===== src/rtl/sr_pulse_seq.sv =====
// Sequencer that drives a downstream NOR SR latch with fixed-width s/r pulses,
// each followed by an idle gap, and checks the latch feedback afterwards.
module sr_pulse_seq #(
    parameter int PULSE_CYCLES = 2,
    parameter int GAP_CYCLES   = 1,
    parameter int LOG          = 0
) (
    input  logic clk,
    input  logic reset,
    input  logic set_req,
    input  logic clr_req,
    input  logic q_fb,
    output logic s,
    output logic r,
    output logic busy,
    output logic err,
    output logic conflict
);

    typedef enum logic [1:0] {
        IDLE  = 2'd0,
        SET_P = 2'd1,
        CLR_P = 2'd2,
        GAP   = 2'd3
    } state_t;

    localparam logic [3:0] PULSE_LOAD = 4'(PULSE_CYCLES - 1);
    localparam logic [3:0] GAP_LOAD   = 4'(GAP_CYCLES - 1);

    // Out-of-range parameters are rejected when the design is elaborated.
    if (PULSE_CYCLES < 1 || PULSE_CYCLES > 15) begin : g_bad_pulse
        $error("sr_pulse_seq: PULSE_CYCLES must be 1..15");
    end
    if (GAP_CYCLES < 1 || GAP_CYCLES > 15) begin : g_bad_gap
        $error("sr_pulse_seq: GAP_CYCLES must be 1..15");
    end
    if (LOG < 0 || LOG > 1) begin : g_bad_log
        $error("sr_pulse_seq: LOG must be 0 or 1");
    end

    state_t     state_r, state_next_s;
    logic [3:0] cnt_r, cnt_next_s;
    logic       armed_r;
    logic       set_cur_r, set_prv_r, clr_cur_r, clr_prv_r;
    logic       pend_vld_r, pend_vld_next_s, pend_clr_r, pend_clr_next_s;
    logic       last_set_r, last_set_next_s;
    logic       err_r, err_next_s, conflict_r, conflict_next_s;
    logic       s_r, r_r, busy_r;
    logic       s_next_s, r_next_s, busy_next_s;
    logic       set_edge_s, clr_edge_s, any_edge_s;

    assign set_edge_s = set_cur_r & ~set_prv_r;
    assign clr_edge_s = clr_cur_r & ~clr_prv_r;
    assign any_edge_s = set_edge_s | clr_edge_s;

    // State, counter, edge-detect, pending, flag and output registers.
    always_ff @(posedge clk or posedge reset) begin
        if (reset) begin
            state_r    <= IDLE;
            cnt_r      <= 4'd0;
            armed_r    <= 1'b0;
            set_cur_r  <= 1'b0;
            set_prv_r  <= 1'b0;
            clr_cur_r  <= 1'b0;
            clr_prv_r  <= 1'b0;
            pend_vld_r <= 1'b0;
            pend_clr_r <= 1'b0;
            last_set_r <= 1'b0;
            err_r      <= 1'b0;
            conflict_r <= 1'b0;
            s_r        <= 1'b0;
            r_r        <= 1'b0;
            busy_r     <= 1'b0;
        end else begin
            // First cycle after release loads both samples so a level held
            // through reset is never mistaken for a rising edge.
            armed_r    <= 1'b1;
            set_cur_r  <= set_req;
            clr_cur_r  <= clr_req;
            set_prv_r  <= armed_r ? set_cur_r : set_req;
            clr_prv_r  <= armed_r ? clr_cur_r : clr_req;
            state_r    <= state_next_s;
            cnt_r      <= cnt_next_s;
            pend_vld_r <= pend_vld_next_s;
            pend_clr_r <= pend_clr_next_s;
            last_set_r <= last_set_next_s;
            err_r      <= err_next_s;
            conflict_r <= conflict_next_s;
            s_r        <= s_next_s;
            r_r        <= r_next_s;
            busy_r     <= busy_next_s;
        end
    end

    // Next-state logic: dispatch from IDLE, time pulses and gaps, check feedback.
    always_comb begin
        state_next_s    = state_r;
        cnt_next_s      = cnt_r;
        last_set_next_s = last_set_r;
        err_next_s      = err_r;
        conflict_next_s = conflict_r | (set_edge_s & clr_edge_s);
        case (state_r)
            IDLE: begin
                if (any_edge_s) begin
                    state_next_s    = clr_edge_s ? CLR_P : SET_P;
                    cnt_next_s      = PULSE_LOAD;
                    last_set_next_s = ~clr_edge_s;
                end else if (pend_vld_r) begin
                    state_next_s    = pend_clr_r ? CLR_P : SET_P;
                    cnt_next_s      = PULSE_LOAD;
                    last_set_next_s = ~pend_clr_r;
                end else begin
                    state_next_s = IDLE;
                end
            end
            SET_P, CLR_P: begin
                if (cnt_r == 4'd0) begin
                    state_next_s = GAP;
                    cnt_next_s   = GAP_LOAD;
                end else begin
                    cnt_next_s = cnt_r - 4'd1;
                end
            end
            GAP: begin
                if (cnt_r == 4'd0) begin
                    state_next_s = IDLE;
                    cnt_next_s   = 4'd0;
                    err_next_s   = err_r | (q_fb ^ last_set_r);
                end else begin
                    cnt_next_s = cnt_r - 4'd1;
                end
            end
            default: begin
                state_next_s = IDLE;
                cnt_next_s   = 4'd0;
            end
        endcase
    end

    // One-deep pending slot: filled (latest wins) while busy, always emptied in IDLE.
    always_comb begin
        pend_vld_next_s = pend_vld_r;
        pend_clr_next_s = pend_clr_r;
        if (state_r == IDLE) begin
            pend_vld_next_s = 1'b0;
        end else if (any_edge_s) begin
            pend_vld_next_s = 1'b1;
            pend_clr_next_s = clr_edge_s;
        end else begin
            pend_vld_next_s = pend_vld_r;
        end
    end

    // Output decode from the next state so s/r/busy come straight from flops.
    always_comb begin
        s_next_s    = (state_next_s == SET_P);
        r_next_s    = (state_next_s == CLR_P);
        busy_next_s = (state_next_s != IDLE);
    end

    assign s        = s_r;
    assign r        = r_r;
    assign busy     = busy_r;
    assign err      = err_r;
    assign conflict = conflict_r;

endmodule

===== config.mk =====
export PLATFORM = sky130hd
export DESIGN_NAME = sr_pulse_seq
export DESIGN_NICKNAME = d
export VERILOG_FILES = /design/src/rtl/sr_pulse_seq.sv
export SDC_FILE = /design/constraint.sdc
export NUM_CORES = 1
export LEC_CHECK = 0
export BUFFER_PORTS_ARGS = -buffer_cell sky130_fd_sc_hd__clkbuf_2
export CELL_PAD_IN_SITES_DETAIL_PLACEMENT = 0
export CELL_PAD_IN_SITES_GLOBAL_PLACEMENT = 1
export CORE_ASPECT_RATIO = 1.1
export CORE_MARGIN = 2
export CORE_UTILIZATION = 30
export DETAILED_ROUTE_END_ITERATION = 8
export GPL_TIMING_DRIVEN = 0
export PLACE_DENSITY_LB_ADDON = 0.1
export RECOVER_POWER = 100
export SYNTH_ARGS = -nofsm -noshare
export SYNTH_HDL_FRONTEND = slang
export SYNTH_SLANG_ARGS = --single-unit

===== constraint.sdc =====
create_clock -name clk -period 3.78 [get_ports clk]
set_input_delay 0 -clock clk [delete_from_list [all_inputs] [get_ports clk]]
set_output_delay 0 -clock clk [all_outputs]
set_load 0.005 [all_outputs]

==> impl_metrics.json <==
{
  "worstPathArrival_ps": 1990,
  "rows": 20,
  "fin_crit_ps": 1770,
  "outcome": "complete, no violations",
  "syn_area_um2": 873,
  "wl_per_cell_um": 11.9,
  "slew-limit-headroom": 0.454,
  "end_kind": "flop",
  "hold_viol": 0,
  "hpwl_um": 1070,
  "port_buffers": 9,
  "drt-total-wl_um": 1490,
  "path_max_fanout": 6,
  "synth_xor_area_frac": 0.0201,
  "finalNetCount": 103,
  "yosys_warnings": 0,
  "period_share": 0.469,
  "whs_endpoint": "err",
  "synth_top_area_frac": 0.544,
  "cp_cell_sequence": "inv_1, ha_1, nor3b_1, nor2_1, o21ai_0",
  "drv_slew": 0,
  "numClockSinks": 19,
  "cp.required_ps": 4000,
  "synth_nets": 86,
  "max_freq_ghz": 0.564,
  "die_area_um2": 3360,
  "ios": 10,
  "cts_max_level": 1,
  "dr.pass1.iters": 4,
  "drtIter0Drc": 20,
  "grt_pass1_wl_um": 2710,
  "clkLatencyLatePin_ps": 300,
  "syn2layout_area_growth_pct": 15.6,
  "ff2ff_path_depth": 5,
  "cp_slowest_cell": "nor3b_1",
  "r2r-end": "state_r[0]",
  "clkTransAtPathRegs_ps": 120,
  "synth_top_family_by_area": "compound AO/OA/AOI/OAI gates",
  "path_class": "flop to flop",
  "whs_path_depth": 3,
  "crit_buf_inv": 1,
  "finClkSkew_ps": 9.90,
  "cap_violations": 0,
  "synth_mux_area_frac": 0.0258,
  "avgSynthCellArea_um2": 11.3,
  "hold_start": "q_fb",
  "synth_edf_count": 0,
  "rrSetupSlack_ps": 2010,
  "holdCritPathClass": "input port to flop",
  "ys.flop_type": "dfrtp_1",
  "powerDensity_nw_per_um2": 687,
  "first_global_vias": 606,
  "synth_fa_ha_area_frac": 0.0573,
  "power_mw": 0.694,
  "synth_cell_types": 27,
  "ys_seq_area_frac": 0.544,
  "synth_compound_area_frac": 0.168,
  "overflow": 0,
  "antenna_found_initial": 0,
  "cpPeakStageDelay_ps": 680,
  "synth_area_leaders": "dfrtp_1 54%, ha_1 5.7%, o21ai_0 4.0%",
  "fp.dieH_um": 60.6,
  "fp.dieW_um": 55.4,
  "crit_family": "simple AND/OR/NAND/NOR gates",
  "place.gp.congestion": 0.753,
  "total_leakage_power_nw": 0.456,
  "final_util": 0.364,
  "antenna_cells": 0,
  "clockBufferDepth": 2,
  "drc": 0,
  "vias": 596,
  "drive_above_1_share": 0.237,
  "drtAntennaViolNets": 0,
  "ys_seq_elements": 19,
  "rsz0062_at_grt": "false",
  "start_kind": "flop",
  "tritoncts": "built",
  "initial_core_util": 0.314,
  "cts_made_buffers": 3,
  "r2r_start": "cnt_r[0]",
  "synth_cells": 77,
  "setup_slack_ps": 2010,
  "cts-root-buf": "clkbuf_4",
  "synth_top_cell_by_area": "dfrtp_1",
  "async_reset_ff_frac": 1.00,
  "synth-simple-area-share": 0.150,
  "fp.coreArea_um2": 2780,
  "track_usage": 0.108,
  "via_per_inst": 4.73,
  "finalSetupViolations": 0,
  "dp_slack_ps": 2010,
  "setup_tns_ps": 0,
  "grt_max_degree": 20,
  "worst_pin_slew_ps": 817,
  "irDropWorstVdd_mv": 0.259
}
## report_power, final
group          switching (mW)  total, mW  internal [mW]
Clock                  0.0661      0.106         0.0394
Sequential             0.0399      0.304          0.264
Combinational           0.147      0.285          0.138
## routing by layer
metal / vias to the layer above / wire (um) / GRT usage
met3: 2 / 55 / 0.0192
met4: 0 / 21 / 0.0732
met5: - / 0 / 0
li1: 296 / - / -
met2: 13 / 674 / 0.179
met1: 285 / 743 / 0.133
## worst max path at each step
stage                   from  slack, ps  depth (start not counted)    endpoint
finish              cnt_r[0]       2010                          5  state_r[0]
global route        cnt_r[1]       1870                          5  state_r[1]
CTS                 cnt_r[0]       2000                          5    cnt_r[3]
detailed placement  cnt_r[0]       2010                          5    cnt_r[3]
global placement    cnt_r[0]       2000                          5    cnt_r[3]
floorplan           cnt_r[0]       2270                          6        busy
## logic make-up (layout without fill, tap and decap cells)
| logic type | count (synthesis) | in the layout |
|---|---|---|
| AO/OA/AOI/OAI | 20 | 20 |
| XOR/XNOR | 2 | 2 |
| adder cells (fa/ha/maj) | 4 | 4 |
| buffers and inverters | 7 | 23 |
| flip-flops | 19 | 19 |
| multiplexers | 2 | 2 |
| other | 1 | 1 |
| AND/OR/NAND/NOR | 22 | 22 |
## cell usage after synthesis, types with 2 or more instances
library cell and number:
nor3_1 3, nand2_1 4, nor2b_1 3, nor2_1 5, xor2_1 2, o21a_1 2
or3_2 2, ha_1 4, dfrtp_1 19, inv_1 6, a21oi_1 2, o211ai_1 2
mux2_2 2, o21ai_0 7, a2bb2oi_2 2
## flip-flops by register name (all words and copies together) (netlist names)
name        count
armed_r         1
busy            1
clr_cur_r       1
clr_prv_r       1
cnt_r           4
conflict        1
err             1
last_set_r      1
pend_clr_r      1
pend_vld_r      1
r               1
s               1
set_cur_r       1
set_prv_r       1
state_r         2
## tightest hold or removal path: cells and delay by family
family                    cells  cell delay (ps)
buffers and inverters         1               90
xor gates and xnor gates      1              120
AOI/OAI and AO/OA             1              150
## cell usage in the layout (no fill, tap or decap)
| master | netlist | layout |
|---|---|---|
| a21oi_2 | 1 | 1 |
| dfrtp_1 | 19 | 19 |
| nor2_1 | 5 | 5 |
| a2bb2oi_1 | 0 | 1 |
| nor3b_1 | 1 | 1 |
| inv_1 | 6 | 6 |
| o211ai_1 | 2 | 2 |
| nand2b_1 | 1 | 1 |
| nor4b_2 | 1 | 1 |
| ha_1 | 4 | 4 |
| clkinv_2 | 0 | 1 |
| nor3_1 | 3 | 3 |
| o21a_1 | 2 | 2 |
| nor2b_1 | 3 | 3 |
| nand2_1 | 4 | 4 |
| xor2_1 | 2 | 2 |
| a22o_1 | 1 | 1 |
| or3_2 | 2 | 2 |
| clkbuf_1 | 1 | 2 |
| o21ai_0 | 7 | 7 |
| o31ai_1 | 1 | 1 |
| a21oi_1 | 2 | 2 |
| a31o_2 | 1 | 1 |
| clkbuf_4 | 0 | 3 |
| mux2_2 | 2 | 2 |
| dlygate4sd3_1 | 0 | 3 |
| conb_1 | 1 | 1 |
| a2bb2oi_2 | 2 | 1 |
| or3b_4 | 1 | 1 |
| a21o_1 | 1 | 1 |
| clkbuf_2 | 0 | 8 |
| or2_4 | 1 | 1 |
## layout make-up
cell class              instances  area [um2]
fillers                       294        1770
flip-flops and latches         19         475
multi-input cells              51         365
repair buffers                 12        73.8
well taps                      33        41.3
clock buffers                   3        22.5
inverters                       6        22.5
clock inverters                 1        5.00
plain buffers                   1        3.75
## stage by stage
stage          cells  instance area (um2)  hold WS [ps]
2_1_floorplan     77                  873         -48.9
3_3_place_gp     119                  960           122
3_5_place_dp     119                  960           125
4_1_cts          126                 1020          72.7
5_1_grt          126                 1010          74.2
6_report         126                 1010          78.7
## what timing repair did
action	in CTS	in global routing
hold buffers	3	0
gates resized for setup	0	0
buffers inserted	0	0
hold endpoints to repair	23	0
No activity file was read; power rests on OpenSTA's default activity.
